===== config.mk =====
export PLATFORM = sky130hd
export DESIGN_NAME = bcd_scan_ctrl
export DESIGN_NICKNAME = d
export VERILOG_FILES = /design/src/rtl/bcd_scan_pkg.sv /design/src/rtl/bcd_dwell_cnt.sv /design/src/rtl/bcd_scan_ctrl.sv
export SDC_FILE = /design/constraint.sdc
export NUM_CORES = 1
export LEC_CHECK = 0
export BUFFER_PORTS_ARGS = -buffer_cell sky130_fd_sc_hd__buf_4
export CAP_MARGIN = 15
export CORE_ASPECT_RATIO = 1.2
export CORE_MARGIN = 10
export CORE_UTILIZATION = 50
export CTS_CLUSTER_SIZE = 14
export DETAILED_ROUTE_END_ITERATION = 10
export HOLD_SLACK_MARGIN = 0.1
export PLACE_DENSITY = 0.84
export SYNTH_ARGS = -nofsm -noshare
export SYNTH_HDL_FRONTEND = slang
export SYNTH_SLANG_ARGS = --single-unit

===== constraint.sdc =====
create_clock -name clk -period 1.5 [get_ports clk]
set_input_delay 0.075 -clock clk [delete_from_list [all_inputs] [get_ports clk]]
set_output_delay 0.075 -clock clk [all_outputs]
set_load 0.02 [all_outputs]

===== src/rtl/bcd_scan_pkg.sv =====
// Shared definitions for the BCD digit scan controller: widths, FSM states, code check.
// Latency: n/a (types, constants and a pure function only).
// Backpressure: n/a.
package bcd_scan_pkg;

    localparam int BCD_W = 4;
    localparam int DEC_W = 9;
    localparam logic [BCD_W-1:0] BCD_MAX = 4'd9;

    typedef enum logic [1:0] {
        IDLE  = 2'd0,
        SETUP = 2'd1,
        HOLD  = 2'd2
    } state_t;

    // A 4-bit code above 9 is not a decimal digit
    function automatic logic code_invalid(input logic [BCD_W-1:0] code);
        return code > BCD_MAX;
    endfunction

endpackage


===== src/rtl/bcd_dwell_cnt.sv =====
// Loadable down-counter that times how long a digit stays strobed.
// Latency: load takes effect on the next edge; zero is combinational from the count.
// Backpressure: none; stops at zero until reloaded.
module bcd_dwell_cnt #(
    parameter int CNT_W = 2
) (
    input  logic             clk,
    input  logic             rst,
    input  logic             load,
    input  logic [CNT_W-1:0] load_val,
    input  logic             dec,
    output logic             zero
);

    logic [CNT_W-1:0] cnt;

    // Load wins over decrement; the count saturates at zero
    always_ff @(posedge clk) begin
        if (rst) begin
            cnt <= '0;
        end else if (load) begin
            cnt <= load_val;
        end else if (dec && (cnt != '0)) begin
            cnt <= cnt - 1'b1;
        end
    end

    assign zero = (cnt == '0);

endmodule


===== src/rtl/bcd_scan_ctrl.sv =====
// Scans NUM_DIGITS shadowed BCD digits through one external decoder and strobes them in turn.
// Latency: 1 SETUP cycle + DWELL HOLD cycles per digit; decoded pattern registered at SETUP->HOLD.
// Backpressure: none; en low drops to IDLE next cycle. BCD_SCAN_BLANK_EN enables leading-zero blanking.
module bcd_scan_ctrl
    import bcd_scan_pkg::*;
#(
    parameter int NUM_DIGITS = 4,
    parameter int DWELL      = 4,
    parameter int IDX_W      = 2
) (
    input  logic                        clk,
    input  logic                        rst,
    input  logic                        en,
    input  logic                        load,
    input  logic [BCD_W*NUM_DIGITS-1:0] digits_in,
    output logic [BCD_W-1:0]            dec_a,
    input  logic [DEC_W-1:0]            dec_b,
    output logic [NUM_DIGITS-1:0]       dig_sel,
    output logic [DEC_W-1:0]            dig_val,
    output logic                        frame_done,
    output logic                        err
);

    localparam int CNT_W = (DWELL > 1) ? $clog2(DWELL) : 1;

    state_t                               state;
    state_t                               state_nxt;
    logic [IDX_W-1:0]                     idx;
    logic [NUM_DIGITS-1:0][BCD_W-1:0]     shadow;
    logic [BCD_W-1:0]                     cur_code;
    logic [BCD_W-1:0]                     hold_code;
    logic                                 hold_blank;
    logic                                 blank_now;
    logic                                 cnt_zero;
    logic                                 last_digit;
    logic                                 slot_end;
    logic                                 capture;

    assign cur_code   = shadow[idx];
    assign last_digit = (idx == IDX_W'(NUM_DIGITS - 1));
    assign slot_end   = (state == HOLD) && cnt_zero;
    // The SETUP->HOLD edge: latch the decoder result and what was presented
    assign capture    = (state == SETUP) && en;

    bcd_dwell_cnt #(
        .CNT_W (CNT_W)
    ) u_dwell (
        .clk      (clk),
        .rst      (rst),
        .load     (state == SETUP),
        .load_val (CNT_W'(DWELL - 1)),
        .dec      (state == HOLD),
        .zero     (cnt_zero)
    );

    // State register
    always_ff @(posedge clk) begin
        if (rst) begin
            state <= IDLE;
        end else begin
            state <= state_nxt;
        end
    end

    // Next-state: en low overrides everything and parks the scan in IDLE
    always_comb begin
        state_nxt = state;
        if (!en) begin
            state_nxt = IDLE;
        end else begin
            case (state)
                IDLE:    state_nxt = SETUP;
                SETUP:   state_nxt = HOLD;
                HOLD:    state_nxt = cnt_zero ? SETUP : HOLD;
                default: state_nxt = IDLE;
            endcase
        end
    end

    // Outputs: decoder fed in SETUP and HOLD, strobe and frame pulse only in HOLD
    always_comb begin
        dec_a      = '0;
        dig_sel    = '0;
        frame_done = 1'b0;
        case (state)
            SETUP: begin
                dec_a = cur_code;
            end
            HOLD: begin
                dec_a = hold_code;
                if (!hold_blank) begin
                    dig_sel = NUM_DIGITS'(1) << idx;
                end
                frame_done = cnt_zero && last_digit;
            end
            default: begin
            end
        endcase
    end

    // Digit index: restart at 0 whenever the scan is disabled, advance at slot end
    always_ff @(posedge clk) begin
        if (rst || !en) begin
            idx <= '0;
        end else if (slot_end) begin
            idx <= last_digit ? '0 : idx + 1'b1;
        end
    end

    // Shadow register; the next SETUP sees freshly loaded digits
    always_ff @(posedge clk) begin
        if (rst) begin
            shadow <= '0;
        end else if (load) begin
            shadow <= digits_in;
        end
    end

    // Capture at SETUP->HOLD so a load during HOLD cannot tear the shown digit
    always_ff @(posedge clk) begin
        if (rst) begin
            dig_val    <= '0;
            hold_code  <= '0;
            hold_blank <= 1'b0;
            err        <= 1'b0;
        end else if (capture) begin
            dig_val    <= dec_b;
            hold_code  <= cur_code;
            hold_blank <= blank_now;
            if (code_invalid(cur_code)) begin
                err <= 1'b1;
            end
        end
    end

`ifdef BCD_SCAN_BLANK_EN
    // Blank a non-zero-index digit when it and every more significant digit are zero
    always_comb begin
        blank_now = (idx != '0);
        for (int i = 0; i < NUM_DIGITS; i++) begin
            if ((IDX_W'(i) >= idx) && (shadow[i] != '0)) begin
                blank_now = 1'b0;
            end
        end
    end
`else
    assign blank_now = 1'b0;
`endif

endmodule


==> flow_metrics.tcl, run 1 <==
set metrics [dict create \
    status "finished, violations left" \
    violations "negative setup slack" \
    switchingPower_mw 0.4731 \
    drv_cap 0 \
    p_clk_share_pct 26.0 \
    via_per_inst 5.319 \
    cts_made_buffers 5 \
    yosysWarnings 0 \
    die_w_microns 71.63 \
    setup_tns_ps -891.1 \
    worstPathRequired_ps 1420 \
    period_share_pct 116.2 \
    syn_area_sq_um 1599 \
    rrSetupSlack_ps 30 \
    wire_per_inst_microns 16.55 \
    antenna_cells 0 \
    multiInputGateArea_sq_um 839.6 \
    drt_pass1_iterations 4 \
    port_buffers 47 \
    grt_pass1_wl_microns 7058 \
    crit_type "reg2out" \
    synthesis.instances 173 \
    ys_types 23 \
    crit_path_max_fanout 5 \
    drt-total-wl_microns 4766 \
    ys_ff_latch 36 \
    start_util_pct 52.33 \
    drtIter0Drc 58 \
    dp_slack_ps -50.47 \
    arrival_ps 1670 \
    overflow 0 \
    grtUsageTotal_pct 15.03 \
    fin_ws_ps -242.8 \
    synthToLayoutAreaGrowth_pct 48.98 \
    yosysSeqAreaShare_pct 45.07 \
    grt_pass1_vias 1545 \
    ant_nets 0 \
    clock_path_buffers 2 \
    rsz0062_at_grt "yes" \
    dp_hpwl_microns 2793 \
    globalplace.congestion 0.7074 \
    fmax_mhz 573.8 \
    hold_class "in2reg" \
    clkTransAtPathRegs_ps 100 \
    final_common_cell "buf_4" \
    die_y_microns 81.95 \
    slew_viol_final 0 \
    endpoint_kind "output pin" \
    switching_share_pct 25.87 \
    syn_nets 211 \
    cts_tree "done" \
    worst_setup_path_start_kind "flip-flop" \
    finClkSkew_ps 3.620 \
    power_frac_seq_pct 56.0 \
    grt_max_degree 34 \
    final-seq-area_sq_um 729.5 \
    htree_num_levels 2 \
    internal_power_mw 1.355 \
    clkLatencyLatePin_ps 330 \
    layout.cells.most_common_list "buf_4, dfxtp_1, nand2_1, dlygate4sd3_1, nor2_1" \
    num_io_pins 48 \
    synth.avg_cell_area_sq_um 9.243 \
    fp.coreArea_sq_um 3055 \
    cts.sinks 36 \
    nets 290 \
    worst_slew_pin_slew_ps 466.9 \
    p_leak_nw 1.041 \
    num_rows 22 \
    drive_above_1_share_pct 32.14 \
    grt_antenna_before_repair 0 \
    pwr_density_cell_nw_per_um2 767.5 \
    peakVddDrop_v 0.0006949 \
    slew_headroom_pct 68.80 \
    hold_viol 0 \
    pwr-share-comb_pct 17.9 \
    vias 1532 \
    finalSetupViolCount 4 \
    min_period_ps 1743 \
    drc 0 \
    fillers 203 \
    cts_root_buf "clkbuf_4" \
    dieArea_sq_um 5870 \
]
==> worst max-delay path: stages, from the launching register on <==
cell	delay, ps
dfxtp_4	410
mux4_2	570
a22oi_2	150
nor2b_1	60
buf_4	150
==> sequential cells by signal, summed over array words and instances, names as in the netlist <==
signal and flops:
state 2, dig_val 9, idx 2, shadow 16, hold_code 4, err 1
u_dwell.cnt 2
==> cell type report <==
| class | count | area share [%] |
|---|---|---|
| multi-input cells | 119 | 35.24 |
| flip-flops and latches | 36 | 30.62 |
| repair buffers | 83 | 29.20 |
| well taps | 36 | 1.891 |
| clock buffers | 6 | 1.733 |
| inverters | 7 | 1.103 |
| clock inverters | 1 | 0.2101 |
==> logic make-up after synthesis <==
family                     synth area share (%)
and+or+nand+nor                           17.84
AOI/OAI and AO/OA                         7.512
adders and majority gates                 7.042
DFF                                       45.07
buffers and inverters                     5.007
xor gates and xnor gates                 0.5478
muxes                                     16.98
==> power groups by stage <==
stage | sequential (mW) | combinational (mW) | clock (mW)
2_1_floorplan | 1.04 | 0.132 | 0
3_3_place_gp | 1.04 | 0.240 | 0
3_5_place_dp | 1.04 | 0.245 | 0
4_1_cts | 1.02 | 0.306 | 0.474
5_1_grt | 1.03 | 0.355 | 0.529
6_report | 1.02 | 0.328 | 0.476
==> through the flow <==
step / power, mW / cells / utilization (%) / area (sq um) / hold slack (ps)
floorplan: 1.177 / 173 / - / 1599 / 211.0
global placement: 1.282 / 252 / 65.32 / 1996 / 309.1
detailed placement: 1.289 / 252 / 65.32 / 1996 / 315.7
CTS: 1.801 / 287 / 76.62 / 2341 / 111.1
global route: 1.911 / 288 / 77.97 / 2382 / 121.2
finish: 1.828 / 288 / 77.97 / 2382 / 121.1
==> cells in the mapped netlist <==
cell type / instances / area [sq um]
clkbuf_2: 1 / 5.000
buf_6: 1 / 11.26
mux4_2: 4 / 90.09
nand2_1: 29 / 108.9
buf_2: 3 / 15.01
ha_1: 9 / 112.6
nor3_2: 1 / 10.01
and3_1: 1 / 6.260
inv_1: 7 / 26.28
a21oi_1: 18 / 90.09
nand3_1: 1 / 5.000
and2_0: 1 / 6.260
mux2_2: 1 / 11.26
nor2b_1: 5 / 31.28
clkbuf_1: 6 / 22.52
nor2_1: 19 / 71.32
xnor2_1: 1 / 8.760
and2_1: 4 / 25.02
dfxtp_1: 36 / 720.7
nand2b_1: 1 / 6.260
nor3_1: 3 / 15.01
mux2i_1: 17 / 170.2
a22oi_1: 4 / 30.03
==> per-layer routing <==
metal | track usage [%] | vias up | share of wire [%]
met5 | 0 | - | 0
met4 | 10.27 | 0 | 3.4
met3 | 3.739 | 16 | 5.8
met2 | 28.53 | 54 | 56
met1 | 13.82 | 727 | 35
li1 | - | 735 | -
==> repair_timing <==
item,in CTS,in global routing
endpoints found under the hold margin,26,0
hold buffers,26,0
gates resized for setup,7,11
setup endpoints to repair,9,22
setup buffers,2,1
==> path summary, 6_finish.rpt <==
kind	start	endpoint	depth (start not counted)
max	idx[0]	dec_a[3]	4
min	rst	shadow[0]	2
max reg2reg	state[1]	dig_val[3]	5
min reg2reg	dig_val[2]	dig_val[2]	2
No activity file was read; power rests on OpenSTA's default activity.
==> inputs of run 2 (changes only) <==
RECOVER_POWER = 100   (was not set)
==> flow_metrics.tcl, run 2 (same netlist as run 1, synthesis figures left out) <==
set metrics [dict create \
    grt_max_degree 34 \
    drt_pass1_iterations 4 \
    setup_tns_ps -867.6 \
    stdcell_area_sq_um 2344 \
    clkTransAtPathRegs_ps 100 \
    vias 1512 \
    r2r_start "idx[0]" \
    final_common_cell "dfxtp_1" \
    ant_nets 0 \
    worstPathRequired_ps 1420 \
    rrSetupSlack_ps 30 \
    clock_path_buffers 2 \
    htree_num_levels 2 \
    drc 0 \
    cts_made_buffers 5 \
    period_share_pct 115.9 \
    min_period_ps 1739 \
    dp_slack_ps -50.47 \
    clkLatencyLatePin_ps 330 \
    overflow 0 \
    grt_antenna_before_repair 0 \
    synthToLayoutAreaGrowth_pct 46.56 \
    endpoint_kind "output pin" \
    drt-total-wl_microns 4727 \
    placed_area_sq_um 1996 \
    via_per_inst 5.250 \
    grt_pass1_vias 1545 \
    fin_ws_ps -238.8 \
    cts.sinks 36 \
    slew_headroom_pct 69.16 \
    start_util_pct 52.33 \
    num_rows 22 \
    crit_type "reg2out" \
    dp_hpwl_microns 2793 \
    worstRegToRegCells 4 \
    die_w_microns 71.63 \
    status "finished, violations left" \
    nets 290 \
    worst_setup_path_start_kind "flip-flop" \
    drv_cap 0 \
    fp.coreArea_sq_um 3055 \
    fmax_mhz 575.1 \
    top_register "shadow" \
    slew_viol_final 0 \
    finClkSkew_ps 4.975 \
    crit_path_max_fanout 5 \
    arrival_ps 1660 \
    largest_reg_flops 16 \
    hold_class "in2reg" \
    stdcell_count 288 \
    layout.cells.most_common_list "dfxtp_1, nand2_1, buf_4, dlygate4sd3_1, clkbuf_4" \
    finalSetupViolCount 4 \
    drtIter0Drc 66 \
    grtUsageTotal_pct 15.03 \
    r2r-end "err" \
    cts_root_buf "clkbuf_4" \
    grt_pass1_wl_microns 7058 \
    top_regs "shadow: 16 flops, dig_val: 9 flops, hold_code: 4 flops" \
    port_buffers 47 \
    drive_above_1_share_pct 27.78 \
    p_leak_nw 0.9951 \
    globalplace.congestion 0.7074 \
    min_to "shadow[0]" \
    worst_slew_pin_slew_ps 461.4 \
    pwr_density_cell_nw_per_um2 773.5 \
    antenna_cells 0 \
    cts_tree "done" \
    fillers 216 \
    num_io_pins 48 \
    placed_cells 252 \
    dieArea_sq_um 5870 \
    rsz0062_at_grt "yes" \
    wire_per_inst_microns 16.41 \
    peakVddDrop_v 0.0007346 \
    hold_depth 2 \
    hold_path_startpoint "rst" \
    hold_viol 0 \
    violations "negative setup slack" \
    die_y_microns 81.95 \
]
run 2: what timing repair did:
item                                   CTS  global route
setup buffers                            2             1
setup endpoints to repair                9            22
endpoints found under the hold margin   26             0
hold buffers                            26             0
resized for setup                        7            11
run 2: cell type report:
class                           count  area (sq um)  area share (%)
Clock buffer                        6         41.29           1.762
Sequential cell                    36         728.2           31.07
Inverter                            7         26.28           1.121
Multi-Input combinational cell    119         839.6           35.82
Clock inverter                      1         5.005          0.2136
Timing Repair Buffer               83         658.1           28.08
Tap cell                           36         45.04           1.922
run 2: critical path, stage by stage, from the launching register on:
cell and delay (ps):
dfxtp_4 410, mux4_2 570, a22oi_2 150, nor2b_1 60
buf_4 150
run 2: layer usage:
layer	vias to the layer above	wire length [microns]	track usage [%]	part of all wire (%)
li1	733	-	-	-
met1	712	1646	13.82	35
met2	55	2682	28.53	57
met3	12	269	3.739	5.7
met4	0	129	10.27	2.7
met5	-	0	0	0
run 2: worst max path at each step:
stage                start  endpoint  slack [ps]  cells after the start
detailed placement  idx[0]  dec_a[2]         -50                      4
global route        idx[0]  dec_a[3]        -330                      4
floorplan           idx[0]  dec_a[2]         140                      4
finish              idx[0]  dec_a[3]        -240                      4
CTS                 idx[0]  dec_a[3]        -240                      4
global placement    idx[0]  dec_a[2]          20                      4
run 2: where the power goes:
part	internal [mW]	total, mW	switching (mW)
Combinational	0.177	0.318	0.141
Sequential	0.997	1.02	0.0274
Clock	0.173	0.470	0.298
run 2: stage by stage:
step / hold WS (ps) / utilization, % / power (mW)
floorplan: 211.0 / - / 1.177
global placement: 309.1 / 65.32 / 1.282
detailed placement: 315.7 / 65.32 / 1.289
CTS: 111.1 / 76.62 / 1.801
global route: 121.2 / 76.70 / 1.902
finish: 122.1 / 76.70 / 1.813
